## src/rtl/lamp_control_led.sv

```systemverilog
// Three-switch staircase lamp controller: lamp toggle, 7-seg switch code and change buzzer.
// Optional switch debounce is built when LAMP_DEBOUNCE_EN is defined.
module lamp_control_led #(
    parameter int unsigned BEEP_CYCLES     = 16,
    parameter int unsigned DEBOUNCE_CYCLES = 1000
) (
    input  logic       clk,
    input  logic       rst,
    input  logic       S3,
    input  logic       S2,
    input  logic       S1,
    output logic       F,
    output logic       Buzzer,
    output logic [6:0] LED
);

    localparam int unsigned    BW        = $clog2(BEEP_CYCLES + 1);
    localparam logic [BW-1:0]  BEEP_LOAD = BW'(BEEP_CYCLES);
    localparam logic [BW-1:0]  BEEP_ONE  = BW'(1);
    localparam logic [6:0]     SEG_ZERO  = 7'b1000000;

    logic [2:0]    sync1_q;
    logic [2:0]    sync2_q;
    logic [2:0]    s;
    logic          f_q, f_d;
    logic [6:0]    led_q, led_d;
    logic [BW-1:0] beep_q, beep_d;
    logic          buzz_q, buzz_d;

    function automatic logic [6:0] seg7(input logic [2:0] v);
        seg7 = SEG_ZERO;
        case (v)
            3'd0: seg7 = 7'b1000000;
            3'd1: seg7 = 7'b1111001;
            3'd2: seg7 = 7'b0100100;
            3'd3: seg7 = 7'b0110000;
            3'd4: seg7 = 7'b0011001;
            3'd5: seg7 = 7'b0010010;
            3'd6: seg7 = 7'b0000010;
            3'd7: seg7 = 7'b1111000;
            default: seg7 = SEG_ZERO;
        endcase
    endfunction

    always_ff @(posedge clk or posedge rst) begin
        if (rst) begin
            sync1_q <= '0;
            sync2_q <= '0;
        end else begin
            sync1_q <= {S3, S2, S1};
            sync2_q <= sync1_q;
        end
    end

`ifdef LAMP_DEBOUNCE_EN
    localparam int unsigned   DW       = $clog2(DEBOUNCE_CYCLES + 1);
    localparam logic [DW-1:0] DEB_LAST = DW'(DEBOUNCE_CYCLES - 1);
    localparam logic [DW-1:0] DEB_ONE  = DW'(1);

    logic [2:0]    deb_q, deb_d;
    logic [DW-1:0] dcnt_q [3];
    logic [DW-1:0] dcnt_d [3];

    // A differing level must be seen DEBOUNCE_CYCLES clocks in a row; any match restarts the count.
    always_comb begin
        deb_d = deb_q;
        for (int unsigned i = 0; i < 3; i++) begin
            dcnt_d[i] = '0;
            if (sync2_q[i] != deb_q[i]) begin
                if (dcnt_q[i] == DEB_LAST) begin
                    deb_d[i] = sync2_q[i];
                end else begin
                    dcnt_d[i] = dcnt_q[i] + DEB_ONE;
                end
            end
        end
    end

    always_ff @(posedge clk or posedge rst) begin
        if (rst) begin
            deb_q <= '0;
            for (int unsigned i = 0; i < 3; i++) begin
                dcnt_q[i] <= '0;
            end
        end else begin
            deb_q <= deb_d;
            for (int unsigned i = 0; i < 3; i++) begin
                dcnt_q[i] <= dcnt_d[i];
            end
        end
    end

    assign s = deb_q;
`else
    // DEBOUNCE_CYCLES has no effect in this build.
    if (DEBOUNCE_CYCLES == 0) begin : g_deb_unused
    end

    assign s = sync2_q;
`endif

    // Buzzer is registered from the next counter value so it rises on the same edge as F.
    always_comb begin
        f_d   = ^s;
        led_d = seg7(s);
        if (f_d != f_q) begin
            beep_d = BEEP_LOAD;
        end else if (beep_q != '0) begin
            beep_d = beep_q - BEEP_ONE;
        end else begin
            beep_d = beep_q;
        end
        buzz_d = (beep_d != '0);
    end

    always_ff @(posedge clk or posedge rst) begin
        if (rst) begin
            f_q    <= 1'b0;
            led_q  <= SEG_ZERO;
            beep_q <= '0;
            buzz_q <= 1'b0;
        end else begin
            f_q    <= f_d;
            led_q  <= led_d;
            beep_q <= beep_d;
            buzz_q <= buzz_d;
        end
    end

    assign F      = f_q;
    assign LED    = led_q;
    assign Buzzer = buzz_q;

endmodule

```

## config.mk

```make
export PLATFORM = sky130hd
export DESIGN_NAME = lamp_control_led
export DESIGN_NICKNAME = d
export VERILOG_FILES = /design/src/rtl/lamp_control_led.sv
export SDC_FILE = /design/constraint.sdc
export NUM_CORES = 1
export LEC_CHECK = 0
export CORE_UTILIZATION = 35
export CTS_BUF_LIST = sky130_fd_sc_hd__clkbuf_8
export CTS_CLUSTER_SIZE = 12
export DETAILED_ROUTE_END_ITERATION = 10
export GPL_TIMING_DRIVEN = 0
export PLACE_DENSITY = 0.59
export SLEW_MARGIN = 10
export SYNTH_ARGS = -nofsm -noshare
export SYNTH_HDL_FRONTEND = slang
export SYNTH_SLANG_ARGS = --single-unit
```

## constraint.sdc

```tcl
create_clock -name clk -period 4.3 [get_ports clk]
set_input_delay 0.43 -clock clk [delete_from_list [all_inputs] [get_ports clk]]
set_output_delay 0.43 -clock clk [all_outputs]
set_load 0.02 [all_outputs]
```

==> run summary, run 1 <==
### Cells and area
• 196 — number of fill cells in the layout
• 29.6% — signed area change from the synthesized netlist to the final layout
• 104 — number of standard cells in the final layout excluding fillers
• 1030 µm² — Final Cell Area
• 90 — nets@finish
• 0 — antenna fix cells
• 9.09% — share of cells above drive strength 1

### Worst hold path
• 0 — depth of the worst hold-timing path
• reg -> reg — classification of the worst-slack hold path
• s[1] — hold endpoint
• sync1_q[1] — hold wc startpoint

### Synthesis
• 60 — instance count of the mapped netlist
• 100% — share of synthesized flip-flops with an asynchronous set or reset
• sky130_fd_sc_hd__dfrtp_1 — most used flip-flop cell after synthesis
• 20 — number of register bits inferred by synthesis
• 13.2 µm² — synthesized area per cell
• 0 — number of enable flip-flop cells after synthesis
• sky130_fd_sc_hd__dfrtp_1 — top-count cell post-synth
• sky130_fd_sc_hd__dfrtp_1 60%, sky130_fd_sc_hd__ha_1 11%, sky130_fd_sc_hd__a21oi_1 3.8%, sky130_fd_sc_hd__dfstp_2 3.3%, sky130_fd_sc_hd__nor4b_4 3.0% — top cells by area, synth
• 0 — total number of yosys warnings
• sky130_fd_sc_hd__dfrtp_1 — post-synth top area cell
• 19 x sky130_fd_sc_hd__dfrtp_1, 7 x sky130_fd_sc_hd__ha_1, 6 x sky130_fd_sc_hd__a21oi_1, 6 x sky130_fd_sc_hd__inv_1, 6 x sky130_fd_sc_hd__nor2_1 — top post-synthesis cells by count
• 795 µm² — Post-Synthesis Cell Area
• 59.8% — fraction of post-synthesis cell area in the top cell type by area
• 18 — Distinct cells, synth
• 63.1% — sequential-to-total area share from yosys stat
• 72 — synthesized net count

### Power
• 554 nW/µm² — power density cells
• 31.6% — portion of total power attributed to the clock network
• 0.418 mW — Power Internal
• 0.295 mV — worst vdd rail ir drop
• 0.152 mW — power spent charging and discharging nets
• 25.6% — Comb power frac
• 42.8% — share of total power in sequential cells
• 0.466 nW — reported leakage power
• 26.7% — Sw Ratio

### Global routing
• 10.8% — All-Layer GR Usage
• 1970 µm — first-pass GRT wire length
• 0 — GRT Residual Overflow
• 0 — antenna violations before repair
• 455 — vias in the first global route
• 21 — largest net degree at the start of global routing

### Setup path
• 4.42 ns — data required time of the critical path
• 1.91 ns — minimum setup slack among reg-to-reg paths
• 7 — Worst Reg-to-Reg Cells
• register — startpoint type of the worst setup path
• Buzzer — critical register-to-register path endpoint
• reg -> reg — WS Path Type
• register — Critical Path End Type
• 5 — critical-path maximum fanout
• s[0] — launch point of the worst reg-to-reg path
• 2.50 ns — arrival time worst endpoint

### Routing
• 456 — total number of vias
• 0 — number of DRC violations after detailed routing
• 0 — count of nets left with antenna violations after detail routing
• 2 — number of iterations in the first detailed-routing pass
• 1020 µm — post-detailed-routing wire length
• 2 — Iteration-0 DRC Markers
• 9.81 µm — routed wire length per instance
• 4.38 — average vias per placed instance

### Timing
• 0 — Final setup viols
• 2.39 ns — clock period minus final worst setup slack
• 0.705 ns — slew of the pin with the lowest slew margin
• 0.419 GHz — maximum clock frequency
• 0 ns — TNS Setup
• 0 — number of endpoints with negative hold slack in the final report
• 52.9% — Rel. slew slack
• 55.5% — part of the cycle the worst path needs
• 0.00476 ns — worst clock skew
• 0 — number of pins exceeding their max-slew limit in the final report
• false — RSZ-0062 raised after global routing

### Die
• 14 — Top Ports
• 2460 µm² — Die Area
• 49.6 µm — Die Span Y
• 2040 µm² — core region area
• 38.9% — starting utilization of the core area
• 16 — std cell rows
• 49.6 µm — die span in x

### Clock tree
• 1 — CTS H-Tree Depth
• 0.07 ns — post-CTS clock slew at the launch and capture registers of the worst setup and hold paths
• 2 — Bufs on Longest Clock Path
• sky130_fd_sc_hd__clkbuf_8 — clock root buffer
• 3 — TritonCTS buffer count
• 0 — number of buffers inserted for hold repair after clock tree synthesis
• 0.25 ns — clock insertion delay at the later pin of the skew report
• 0 — number of gates given a new drive strength after cts
• 0 — Post-CTS Setup Repair Bufs
• 20 — number of sinks on the clock net
• built — CTS tree

### Placed design
• 100 — Placed Cells
• 0.629 — final estimated routing congestion in global placement
• 748 µm — hpwl dp
• 13 — number of port buffers
• 958 µm² — placed instance area

### Outcome
• complete, no violations — status

### Job
• 0 — Max-cap violations

kinds of logic after synthesis:
logic type      after synthesis  share of synthesized area, %
mux                           1                          1.42
xor+xnor                      3                          3.31
fa+ha+maj                     7                          11.0
flops                        20                          63.2
compound gates                9                          6.46
simple gates                 14                          11.8
buf+inv                       6                          2.83
final cells by class:
class | count | area (µm²) | area share (%)
flip-flops and latches | 20 | 502 | 48.7
multi-input cells | 34 | 270 | 26.2
repair buffers | 13 | 130 | 12.6
clock buffers | 3 | 41.3 | 4.01
well taps | 27 | 33.8 | 3.28
clock inverters | 1 | 30.0 | 2.92
inverters | 6 | 22.5 | 2.19
power groups by stage:
stage	logic, mW	registers, mW	clock network, mW
floorplan	0.101	0.254	0
global placement	0.144	0.247	0
detailed placement	0.147	0.248	0
CTS	0.148	0.244	0.187
global route	0.169	0.250	0.195
finish	0.146	0.244	0.180
registers in the layout, summed over array words and instances, names as in the netlist:
name / flops
Buzzer: 1
sync1_q: 3
LED: 7
beep_q: 5
F: 1
s: 3
metrics by stage:
| stage | util (%) | setup slack [ns] | hold slack, ns | power [mW] |
|---|---|---|---|---|
| 2_1_floorplan | - | 2.09 | 0.331 | 0.355 |
| 3_3_place_gp | 46.9 | 1.93 | 0.332 | 0.391 |
| 3_5_place_dp | 46.9 | 1.91 | 0.336 | 0.395 |
| 4_1_cts | 50.4 | 1.90 | 0.354 | 0.580 |
| 5_1_grt | 50.4 | 1.77 | 0.357 | 0.615 |
| 6_report | 50.4 | 1.91 | 0.351 | 0.570 |
per-layer routing:
metal	global-route usage, %	up-vias	wire (µm)
met1	15.7	211	513
met5	0	-	0
met2	14.0	11	447
li1	-	232	-
met3	2.78	2	48
met4	7.14	0	10
worst max-delay path: stages (launching register included):
cell and delay (ns):
sky130_fd_sc_hd__dfrtp_1 0.40, sky130_fd_sc_hd__inv_1 0.09, sky130_fd_sc_hd__ha_1 0.32, sky130_fd_sc_hd__ha_1 0.32, sky130_fd_sc_hd__xor2_1 0.23, sky130_fd_sc_hd__a21o_1 0.20
sky130_fd_sc_hd__a211o_1 0.23, sky130_fd_sc_hd__or4b_1 0.47
how the worst max path moves through the flow:
stage / start / to / slack, ns / cells after the start
final: s[0] / Buzzer / 1.91 / 7
after global routing: s[0] / Buzzer / 1.77 / 7
after floorplan: s[0] / Buzzer / 2.09 / 7
after CTS: s[0] / Buzzer / 1.90 / 7
after detailed placement: s[0] / Buzzer / 1.91 / 7
after global placement: s[0] / Buzzer / 1.93 / 7
cells in the final DEF (no fill, tap or decap):
cell type | Yosys | layout
sky130_fd_sc_hd__dfrtp_1 | 19 | 19
sky130_fd_sc_hd__clkdlybuf4s50_1 | 0 | 13
sky130_fd_sc_hd__ha_1 | 7 | 7
sky130_fd_sc_hd__inv_1 | 6 | 6
sky130_fd_sc_hd__nor2_1 | 6 | 6
sky130_fd_sc_hd__a21oi_1 | 6 | 6
sky130_fd_sc_hd__clkbuf_8 | 0 | 3
sky130_fd_sc_hd__nor2b_1 | 2 | 2
sky130_fd_sc_hd__nor3_1 | 2 | 2
sky130_fd_sc_hd__xnor2_1 | 2 | 2
sky130_fd_sc_hd__dfstp_2 | 1 | 1
sky130_fd_sc_hd__mux2_2 | 1 | 1
sky130_fd_sc_hd__nand2b_1 | 1 | 1
sky130_fd_sc_hd__o21ai_0 | 1 | 1
sky130_fd_sc_hd__xor2_1 | 1 | 1
sky130_fd_sc_hd__nor4b_4 | 1 | 1
sky130_fd_sc_hd__or3b_1 | 1 | 1
sky130_fd_sc_hd__a21o_1 | 1 | 1
sky130_fd_sc_hd__a211o_1 | 1 | 1
sky130_fd_sc_hd__or4b_1 | 1 | 1
sky130_fd_sc_hd__bufinv_16 | 0 | 1
No activity file was read; power rests on OpenSTA's default activity.
==> run 2, diff against run 1 <==
Settings changed: PLACE_DENSITY 0.59 to 0.61.
Clock period 4.3 ns to 2.1 ns, I/O delays scaled along.
==> run 2 against run 1 <==
The flow now finishes with violations (setup timing); first-iteration DRC count increased to 2.5 times the previous value; sequential power rose by 110%; wire length grew 14%; clock skew increased by 0.0012 ns; combinational power up 130%; utilization up 2.7 points; cell area increased by 5.3%; clock-buffer cell count unchanged; non-clock buffer count is 5 higher; critical path type unchanged; critical endpoint unchanged.
==> run summary, run 2 (same netlist as run 1, synthesis figures left out) <==
### Cells and area
• 109 — number of standard cells in the final layout excluding fillers
• 53.1% — share of the core filled with cells
• sky130_fd_sc_hd__dfrtp_1 — most common cell after layout, fill and taps aside
• 7 — max FFs per register
• 95 — nets@finish
• 19.5% — share of cells above drive strength 1
• 0 — antenna fix cells
• 19 x sky130_fd_sc_hd__dfrtp_1, 13 x sky130_fd_sc_hd__clkdlybuf4s50_1, 6 x sky130_fd_sc_hd__nor2_1, 6 x sky130_fd_sc_hd__a21oi_1 — top library cells by usage in the layout, fill and taps aside
• 193 — number of fill cells in the layout
• 36.5% — signed area change from the synthesized netlist to the final layout

### Timing
• 52.3% — Rel. slew slack
• -0.0378 ns — setup slack of the critical path after layout
• 0.468 GHz — maximum clock frequency
• 102% — part of the cycle the worst path needs
• 0 — number of pins exceeding their max-slew limit in the final report
• 0.348 ns — worst slack on hold paths
• 0 — number of endpoints with negative hold slack in the final report
• 0.00594 ns — worst clock skew
• 2.14 ns — clock period minus final worst setup slack
• true — RSZ-0062 raised after global routing
• 0.714 ns — slew of the pin with the lowest slew margin
• 1 — Final setup viols

### Setup path
• 0.47 ns — peak per-stage delay on the critical path
• 2.26 ns — arrival time worst endpoint
• s[0] — launch point of the worst reg-to-reg path
• Buzzer — critical register-to-register path endpoint
• inv_2 > ha_4 > ha_4 > xor2_4 > a21o_1 > a211o_1 > or4b_1 — cell-by-cell listing of the critical path
• 2.22 ns — data required time of the critical path
• sky130_fd_sc_hd__or4b_1 — CP max stage cell
• reg -> reg — WS Path Type
• 7 — Worst Reg-to-Reg Cells
• register — startpoint type of the worst setup path
• 5 — critical-path maximum fanout
• sky130_fd_sc_hd__ha_4 — Top cell by count, worst path
• 1 — Crit path buffers/inverters
• s[0] — launching instance or port of the critical path
• register — Critical Path End Type
• simple AND/OR/NAND/NOR gates — crit-path leading delay family
• -0.04 ns — minimum setup slack among reg-to-reg paths

### Power
• 991 nW/µm² — power density cells
• 1.07 mW — total power draw
• 0.480 mV — worst vdd rail ir drop
• 0.482 nW — reported leakage power

### Routing
• 5 — Iteration-0 DRC Markers
• 4.38 — average vias per placed instance
• 0 — count of nets left with antenna violations after detail routing
• 4 — number of iterations in the first detailed-routing pass
• 10.7 µm — routed wire length per instance
• 1170 µm — post-detailed-routing wire length
• 477 — total number of vias
• 0 — number of DRC violations after detailed routing

### Global routing
• 0 — antenna violations before repair
• 2050 µm — first-pass GRT wire length
• 0 — GRT Residual Overflow
• 21 — largest net degree at the start of global routing
• 11.2% — All-Layer GR Usage
• 456 — vias in the first global route

### Clock tree
• 20 — number of sinks on the clock net
• 1 — CTS H-Tree Depth
• 3 — TritonCTS buffer count
• 0.07 ns — post-CTS clock slew at the launch and capture registers of the worst setup and hold paths
• sky130_fd_sc_hd__clkbuf_8 — clock root buffer
• 2 — Bufs on Longest Clock Path
• built — CTS tree
• 0.25 ns — clock insertion delay at the later pin of the skew report

### Die
• 38.9% — starting utilization of the core area
• 2460 µm² — Die Area
• 49.6 µm — die span in x
• 16 — std cell rows
• 14 — Top Ports
• 2040 µm² — core region area
• 49.6 µm — Die Span Y

### Placed design
• 0.681 — final estimated routing congestion in global placement
• 770 µm — hpwl dp
• -0.119 ns — pre-CTS worst setup slack
• 100 — Placed Cells
• 13 — number of port buffers

### Worst hold path
• 0 — depth of the worst hold-timing path
• reg -> reg — classification of the worst-slack hold path
• sync1_q[0] — hold wc startpoint
• s[0] — hold endpoint

### Job
• 0 — Max-cap violations

### Outcome
• setup timing — violated checks
• finished, violations left — status

## run 2: stage by stage
step           cell area, µm²  setup TNS [ns]
6_report                 1080         -0.0378
3_3_place_gp              991          -0.107
2_1_floorplan             827               0
3_5_place_dp              991          -0.119
5_1_grt                  1080          -0.110
4_1_cts                  1080         -0.0288
## run 2: report_power, final
part,switching [mW],internal [mW]
combinational,0.156,0.173
sequential,0.0554,0.447
clock,0.114,0.130
## run 2: how the worst max path moves through the flow
stage	end	slack [ns]	cells past startpoint
2_1_floorplan	Buzzer	0.007	7
3_3_place_gp	Buzzer	-0.11	7
3_5_place_dp	Buzzer	-0.12	7
4_1_cts	Buzzer	-0.03	7
5_1_grt	Buzzer	-0.11	7
6_report	Buzzer	-0.04	7
## run 2: repair_timing
item	in CTS	in global routing
hold buffers	0	0
endpoints found under the setup margin	1	1
setup buffers	4	1
resized for setup	2	0
gates cloned	0	0
## run 2: area by class of cell
type	count	area, µm²	area share [%]
well taps	27	33.8	3.11
inverters	6	22.5	2.08
multi-input cells	34	314	29.0
flip-flops and latches	20	502	46.3
clock inverters	1	3.75	0.346
clock buffers	3	41.3	3.81
repair buffers	18	168	15.5
## run 2: routing by layer
layer  vias up  routed length (µm)  track usage [%]
li1        241                   -                -
met1       223                 594             14.5
met2        11                 506             17.1
met3         2                  40             2.78
met4         0                  23             5.71
met5         -                   0                0
==> run 3, diff against run 2 <==
Settings changed: CORE_MARGIN from default to 2.
==> run 3 against run 2 <==
The flow still finishes with violations (setup timing); non-clock buffer count increased by 1; total power increased by 4.4%; die area increased by 8.2%; register-to-register slack about the same; first-iteration DRC count decreased by 100%; sequential power about the same; global-route usage decreased by 0.67 points; largest cell class unchanged; clock power increased by 15%; wire length decreased by 7.7%; flip-flop and latch count unchanged; clock skew decreased by 0.0051 ns; via count decreased by 2.3%.
==> run summary, run 3 (same netlist as run 1, synthesis figures left out) <==
### Outcome
• finished, violations left — status
• setup timing — violated checks

### Clock tree
• 3 — TritonCTS buffer count
• built — CTS tree
• 2 — Bufs on Longest Clock Path
• 0.25 ns — clock insertion delay at the later pin of the skew report
• sky130_fd_sc_hd__clkbuf_8 — clock root buffer
• 20 — number of sinks on the clock net
• 1 — CTS H-Tree Depth
• 0.07 ns — post-CTS clock slew at the launch and capture registers of the worst setup and hold paths

### Power
• 1.12 mW — total power draw
• 0.488 nW — reported leakage power
• 1020 nW/µm² — power density cells
• 0.581 mV — worst vdd rail ir drop

### Worst hold path
• reg -> reg — classification of the worst-slack hold path

### Die
• 36.6% — starting utilization of the core area
• 51.6 µm — Die Span Y
• 2670 µm² — Die Area
• 51.6 µm — die span in x
• 17 — std cell rows
• 14 — Top Ports
• 2170 µm² — core region area

### Cells and area
• sky130_fd_sc_hd__dfrtp_1 — most common cell after layout, fill and taps aside
• 0 — antenna fix cells
• 21.7% — share of cells above drive strength 1
• 38.9% — signed area change from the synthesized netlist to the final layout
• 7 — max FFs per register
• 96 — nets@finish
• 111 — number of standard cells in the final layout excluding fillers
• 1100 µm² — Final Cell Area
• 19 x sky130_fd_sc_hd__dfrtp_1, 13 x sky130_fd_sc_hd__clkdlybuf4s50_1, 6 x sky130_fd_sc_hd__nor2_1, 6 x sky130_fd_sc_hd__a21oi_1, 6 x sky130_fd_sc_hd__buf_4 — top library cells by usage in the layout, fill and taps aside

### Timing
• 53.3% — Rel. slew slack
• -0.0240 ns — setup slack of the critical path after layout
• 0 — number of endpoints with negative hold slack in the final report
• 101% — part of the cycle the worst path needs
• 0.000790 ns — worst clock skew
• 0 — number of pins exceeding their max-slew limit in the final report
• 0.350 ns — worst slack on hold paths
• 0.700 ns — slew of the pin with the lowest slew margin
• true — RSZ-0062 raised after global routing
• 0.471 GHz — maximum clock frequency
• 2.12 ns — clock period minus final worst setup slack
• 1 — Final setup viols

### Routing
• 0 — number of DRC violations after detailed routing
• 0 — Iteration-0 DRC Markers
• 4.20 — average vias per placed instance
• 466 — total number of vias
• 1 — number of iterations in the first detailed-routing pass
• 1080 µm — post-detailed-routing wire length
• 9.68 µm — routed wire length per instance
• 0 — count of nets left with antenna violations after detail routing

### Global routing
• 0 — GRT Residual Overflow
• 2050 µm — first-pass GRT wire length
• 10.5% — All-Layer GR Usage
• 479 — vias in the first global route
• 0 — antenna violations before repair
• 21 — largest net degree at the start of global routing

### Setup path
• 5 — critical-path maximum fanout
• reg -> reg — WS Path Type
• 2.24 ns — arrival time worst endpoint
• 2.22 ns — data required time of the critical path
• register — Critical Path End Type
• register — startpoint type of the worst setup path

### Placed design
• 0.664 — final estimated routing congestion in global placement
• 101 — Placed Cells
• 992 µm² — placed instance area
• 13 — number of port buffers
• 771 µm — hpwl dp
• -0.121 ns — pre-CTS worst setup slack

### Job
• 0 — Max-cap violations

-- run 3: cell types whose count changed in the layout (fill, tap and decap cells not counted) --
cell                       previous run  this run
sky130_fd_sc_hd__buf_4                5         6
sky130_fd_sc_hd__clkbuf_8             3         4
sky130_fd_sc_hd__inv_1                5         4
-- run 3: per-stage QoR --
step	TNS, ns	util [%]
after global routing	-0.105	50.9
after detailed placement	-0.121	45.7
after CTS	-0.0349	49.3
after floorplan	0	-
after global placement	-0.0995	45.7
final	-0.0240	50.9
-- run 3: path summary, 6_finish.rpt --
check                                 from         to  slack (ns)  cells after the start
min in group asynchronous              rst  beep_q[0]        0.37                      2
worst max-delay path                  s[1]     Buzzer       -0.02                      7
worst max register to register        s[1]     Buzzer       -0.02                      7
worst min register to register  sync1_q[1]       s[1]        0.35                      0
worst min-delay path            sync1_q[1]       s[1]        0.35                      0
max in group asynchronous              rst     LED[4]        1.29                      2
-- run 3: cell type report --
| class | instances | area (µm²) |
|---|---|---|
| fill | 193 | 1070 |
| sequential | 20 | 502 |
| multi-input combinational | 34 | 314 |
| timing repair buffer | 19 | 175 |
| inverter | 6 | 22.5 |
| clock buffer | 4 | 55.1 |
| tap | 28 | 35.0 |
-- run 3: repair_timing --
item | 4_1_cts | 5_1_grt
cloned | 0 | 0
endpoints found under the setup margin | 1 | 1
resized for setup | 1 | 1
hold buffers | 0 | 0
buffers inserted | 3 | 3
-- run 3: layer usage --
metal  up-vias  track usage (%)  wire, µm
met2        10             15.8       515
met1       212             14.6       499
li1        242                -         -
met5         -                0         0
met4         0             5.26        12
met3         2             1.72        47
-- run 3: report_power, final --
| part | switching, mW | internal (mW) | total [mW] | leakage (nW) |
|---|---|---|---|---|
| clock network | 0.115 | 0.166 | 0.281 | 0.0288 |
| logic | 0.154 | 0.184 | 0.338 | 0.223 |
| registers | 0.0567 | 0.447 | 0.503 | 0.236 |
| total | 0.326 | 0.797 | 1.12 | 0.488 |
-- run 3: worst max-delay path, cell delays in order, from the launching register on --
cell and delay, ns:
sky130_fd_sc_hd__dfrtp_1 0.39, sky130_fd_sc_hd__inv_2 0.09, sky130_fd_sc_hd__ha_4 0.21, sky130_fd_sc_hd__ha_4 0.24
sky130_fd_sc_hd__xor2_4 0.20, sky130_fd_sc_hd__a21o_1 0.18, sky130_fd_sc_hd__a211o_1 0.22, sky130_fd_sc_hd__or4b_1 0.47
